`config.mk`:
```
export PLATFORM = sky130hd
export DESIGN_NAME = uart_rx
export DESIGN_NICKNAME = d
export VERILOG_FILES = /design/src/rtl/uart_rx.sv
export SDC_FILE = /design/constraint.sdc
export NUM_CORES = 1
export LEC_CHECK = 0
export ABC_AREA = 1
export CORE_MARGIN = 2
export CORE_UTILIZATION = 56
export CTS_CLUSTER_DIAMETER = 120
export DETAILED_ROUTE_END_ITERATION = 8
export PLACE_DENSITY = 0.9
export SLEW_MARGIN = 10
export SYNTH_ARGS = -nofsm -noshare
export SYNTH_HDL_FRONTEND = slang
export SYNTH_SLANG_ARGS = --single-unit
```
`constraint.sdc`:
```
create_clock -name clk -period 2.6 [get_ports clk]
set_input_delay 0.52 -clock clk [delete_from_list [all_inputs] [get_ports clk]]
set_output_delay 0.52 -clock clk [all_outputs]
set_load 0.01 [all_outputs]
```
`src/rtl/uart_rx.sv`:
```
// Oversampling UART receiver: 2-flop input synchronizer, start-bit validation at
// mid-bit, LSB-first data capture and stop-bit check with one-cycle result pulses.
module uart_rx #(
  parameter int DATA_BITS  = 8,
  parameter int OVERSAMPLE = 16
) (
  input  logic                 clk,
  input  logic                 reset,
  input  logic                 baud_tick,
  input  logic                 rx,
  output logic [DATA_BITS-1:0] data,
  output logic                 data_valid,
  output logic                 frame_err,
  output logic                 busy
);

  localparam int TICK_W = $clog2(OVERSAMPLE);
  localparam int BIT_W  = $clog2(DATA_BITS + 1);
  localparam logic [TICK_W-1:0] TICK_LAST = TICK_W'(OVERSAMPLE - 1);
  localparam logic [TICK_W-1:0] TICK_MID  = TICK_W'(OVERSAMPLE / 2 - 1);
  localparam logic [BIT_W-1:0]  BIT_LAST  = BIT_W'(DATA_BITS);

  typedef enum logic [1:0] {IDLE, START, DATA, STOP} state_e;

  state_e                 state_q, state_d;
  logic                   sync1_q, rx_s_q, rx_prev_q;
  logic [TICK_W-1:0]      tick_q, tick_d, tick_inc;
  logic [BIT_W-1:0]       bit_q, bit_d, bit_inc;
  logic [DATA_BITS-1:0]   shift_q, shift_d;
  logic [DATA_BITS-1:0]   data_q, data_d;
  logic                   data_valid_q, data_valid_d;
  logic                   frame_err_q, frame_err_d;
  logic                   fall;

  assign tick_inc = tick_q + TICK_W'(1);
  assign bit_inc  = bit_q + BIT_W'(1);
  // rx_prev_q follows rx_s_q in every state, so an edge landing on the
  // cycle the FSM re-enters IDLE is still seen.
  assign fall     = rx_prev_q & ~rx_s_q;

  // NOTE: every output of this block gets a default first, so no path can
  // leave a signal unassigned and infer a latch.
  always_comb begin
    state_d      = state_q;
    tick_d       = tick_q;
    bit_d        = bit_q;
    shift_d      = shift_q;
    data_d       = data_q;
    data_valid_d = 1'b0;
    frame_err_d  = 1'b0;
    unique case (state_q)
      IDLE: begin
        tick_d = '0;
        bit_d  = '0;
        if (fall) state_d = START;
      end
      START: begin
        if (baud_tick) begin
          if (tick_inc == TICK_MID) begin
            tick_d  = '0;
            state_d = rx_s_q ? IDLE : DATA;
          end else begin
            tick_d = tick_inc;
          end
        end
      end
      DATA: begin
        if (baud_tick) begin
          if (tick_q == TICK_LAST) begin
            tick_d  = '0;
            shift_d = {rx_s_q, shift_q[DATA_BITS-1:1]};
            bit_d   = bit_inc;
            if (bit_inc == BIT_LAST) state_d = STOP;
          end else begin
            tick_d = tick_inc;
          end
        end
      end
      STOP: begin
        if (baud_tick) begin
          if (tick_q == TICK_LAST) begin
            tick_d       = '0;
            bit_d        = '0;
            data_d       = shift_q;
            data_valid_d = rx_s_q;
            frame_err_d  = ~rx_s_q;
            state_d      = IDLE;
          end else begin
            tick_d = tick_inc;
          end
        end
      end
      default: state_d = IDLE;
    endcase
  end

  // NOTE: state uses non-blocking assignments so every flop samples the
  // pre-edge values, independent of statement order.
  // NOTE: the shift register and data register are reset as well, so a
  // reset mid-frame leaves no stale partial byte visible on data.
  always_ff @(posedge clk or negedge reset) begin
    if (!reset) begin
      sync1_q      <= 1'b1;
      rx_s_q       <= 1'b1;
      rx_prev_q    <= 1'b1;
      state_q      <= IDLE;
      tick_q       <= '0;
      bit_q        <= '0;
      shift_q      <= '0;
      data_q       <= '0;
      data_valid_q <= 1'b0;
      frame_err_q  <= 1'b0;
    end else begin
      sync1_q      <= rx;
      rx_s_q       <= sync1_q;
      rx_prev_q    <= rx_s_q;
      state_q      <= state_d;
      tick_q       <= tick_d;
      bit_q        <= bit_d;
      shift_q      <= shift_d;
      data_q       <= data_d;
      data_valid_q <= data_valid_d;
      frame_err_q  <= frame_err_d;
    end
  end

  assign data       = data_q;
  assign data_valid = data_valid_q;
  assign frame_err  = frame_err_q;
  assign busy       = (state_q != IDLE);

endmodule

```
==> metrics <==
Ports 15; setup bufs post-CTS 0; DRC 0; r2r setup slk 0.98 ns; global-route wire length before repair 4.429 mm; IO buf count 14; Die H 55.20 um; commonest non-fill, non-tap cell in the layout nand2_1; Switch Pwr 389.7 uW; die span in x 55.20 um; CP peak stage delay 0.49 ns; setup slack after layout 0.4320 ns; yosys warns 0; Switching Fraction 33.45%; Worst EP required 2.08 ns; Synth-to-Final Area Change 16.03%; Avg WL per Cell 12.27 um; Initial Utilization 59.24%; Post-Syn Instances 155; Avg Inst Size Synth 9.469 sq um; fin util 68.74%; FFs w/ async S/R, synth 100.0%; layout cell share with drive strength beyond 1 23.30%; hold depth 0; leakage power 0.0007871 uW; critical path class reg -> out; Comb power frac 22.9%; Layout Skew 0.01068 ns; register area share after synthesis 53.11%; Hold Vio Cnt, Final 0; area leader, netlist dfrtp_1; Yosys top cell area share 47.74%; crit-path leading delay family buffers and inverters; Post-Syn Nets 162; fin crit period 2.168 ns; worst path bufs/invs 2; Design Area, Final 1703 sq um; Pwr per Cell Area 684.1 nW/um^2; worst min-delay path category reg -> reg; RSZ-0062 raised after global routing false; Pre-antenna DRT Iters 4; gr usage total 21.54%; GR Overflow Total 0; maximum operating frequency 461.3 MHz; # placed instances 198; Final period util 83.38%; Worst-Margin Slew 0.3697 ns; Total Routed Length 2.528 mm; vias 1,091; clock power share 27.4%; Seq pwr share 49.7%; WP data arrival 1.65 ns; most frequent cells in the layout nand2_1 (36), dfrtp_1 (28), inv_1 (22); Worst slew margin 75.35%; Initial DRC Count 27; Layout Cells excl Fill 206; post-placement cell area 1630 sq um; GPL Wtd Cong 0.7716; number of synthesized flops with an enable pin 0; CTS clock-pin slew for the worst setup and hold paths 0.09 ns; cell-internal power 775.3 uW; routed vias/inst 5.296; reg2reg start tick_q[1]; Max IR drop VDD 0.6799 mV; Synth area leaders dfrtp_1 (48%), nand2_1 (9.2%), o21ai_2 (9.0%); worst r2r path cells 5; status complete, no violations; CTS hold repair buffers 0; setup TNS 0 ns; FF-to-FF End data[0]; Synth cell types 24; CTS Buf Count 5; CTS max path bufs 2; antenna violations before repair 0; Clock Tree Root clkbuf_4; crit-path cells nor2_2 > inv_1 > clkdlybuf4s50_1; Routed Antenna Nets 0; hold path start sync1_q; mapped cell area 1468 sq um; Final HPWL DP 1.866 mm; Hold Path Sink rx_s_q; ANT cells 0; # setup viols final 0; Filler cells 205; #FFs+latches synth 31; TritonCTS Sinks 31; Core Rows 18; vias in the first global route 1,047; largest net degree at the start of global routing 32; Crit. End Element output pin; Crit-path slowest cell clkdlybuf4s50_1; insertion delay to the later sink of the worst-skew pair 0.33 ns; H-tree Lvls 2; Setup WS pre-CTS 0.6333 ns; top_reg_cell synth dfrtp_1; MaxCap Viol Count 0; core area 2477 sq um; Crit Path Max Fanout 7; Die Area 3046 sq um; crit path launch type register; Final Max Tran Viols 0; # resized after CTS 0; Final nets 182; CTS tree done
[synth_stat cells (3+ instances only)]
library cell / count
o21ai_0: 6
o21ai_2: 15
nor2_1: 9
ha_1: 3
nor2_2: 3
inv_1: 22
nand3_1: 6
nand4_1: 5
dfstp_2: 3
dfrtp_1: 28
nand2_1: 36
[how the worst max path moves through the flow]
stage,start,endpoint,slack [ns],cells after the start
2_1_floorplan,tick_q[1],data[0],1.23,5
3_3_place_gp,baud_tick,data[0],0.67,3
3_5_place_dp,baud_tick,data[0],0.63,3
4_1_cts,register,busy,0.42,3
5_1_grt,register,busy,0.32,3
6_report,register,busy,0.43,3
[logic make-up after synthesis]
| group | after synthesis | share of synthesized area (%) |
|---|---|---|
| adders and majority gates | 3 | 2.558 |
| muxes | 1 | 1.023 |
| and+or+nand+nor | 66 | 21.65 |
| buffers and inverters | 28 | 8.355 |
| DFF | 31 | 53.11 |
| AOI/OAI and AO/OA | 26 | 13.30 |
[layer usage]
layer | GRT usage (%) | wire length, um | vias up
li1 | - | - | 541
met1 | 25.98 | 1097 | 523
met2 | 34.13 | 1252 | 20
met3 | 8.065 | 110 | 7
met4 | 10.16 | 67 | 0
met5 | 0 | 0 | -
[flip-flops by register name, summed over array words and instances, names as in the netlist, named ones only]
name / count
bit_q: 4
data: 8
data_valid: 1
frame_err: 1
rx_prev_q: 1
rx_s_q: 1
shift_q: 8
state_q: 1
sync1_q: 1
tick_q: 4
[final cells by class]
class	count	area, sq um	share of cell area [%]
sequential	31	779.5	45.78
multi-input combinational	96	565.5	33.21
timing repair buffer	15	147.6	8.670
inverter	26	100.1	5.878
clock buffer	7	65.06	3.821
tap	30	37.54	2.204
clock inverter	1	7.507	0.4409
[power by group through the flow]
| stage | clock (uW) | combinational [uW] | sequential (uW) |
|---|---|---|---|
| finish | 319 | 267 | 580 |
| global route | 352 | 305 | 590 |
| CTS | 330 | 269 | 578 |
| detailed placement | 0 | 265 | 587 |
| global placement | 0 | 249 | 584 |
| floorplan | 0 | 196 | 575 |
[through the flow]
step | hold slack [ns] | power (uW)
2_1_floorplan | 0.2244 | 771.1
3_3_place_gp | 0.3485 | 833.0
3_5_place_dp | 0.3507 | 851.8
4_1_cts | 0.3632 | 1178
5_1_grt | 0.3660 | 1246
6_report | 0.3609 | 1165
No activity file was read; power rests on OpenSTA's default activity.
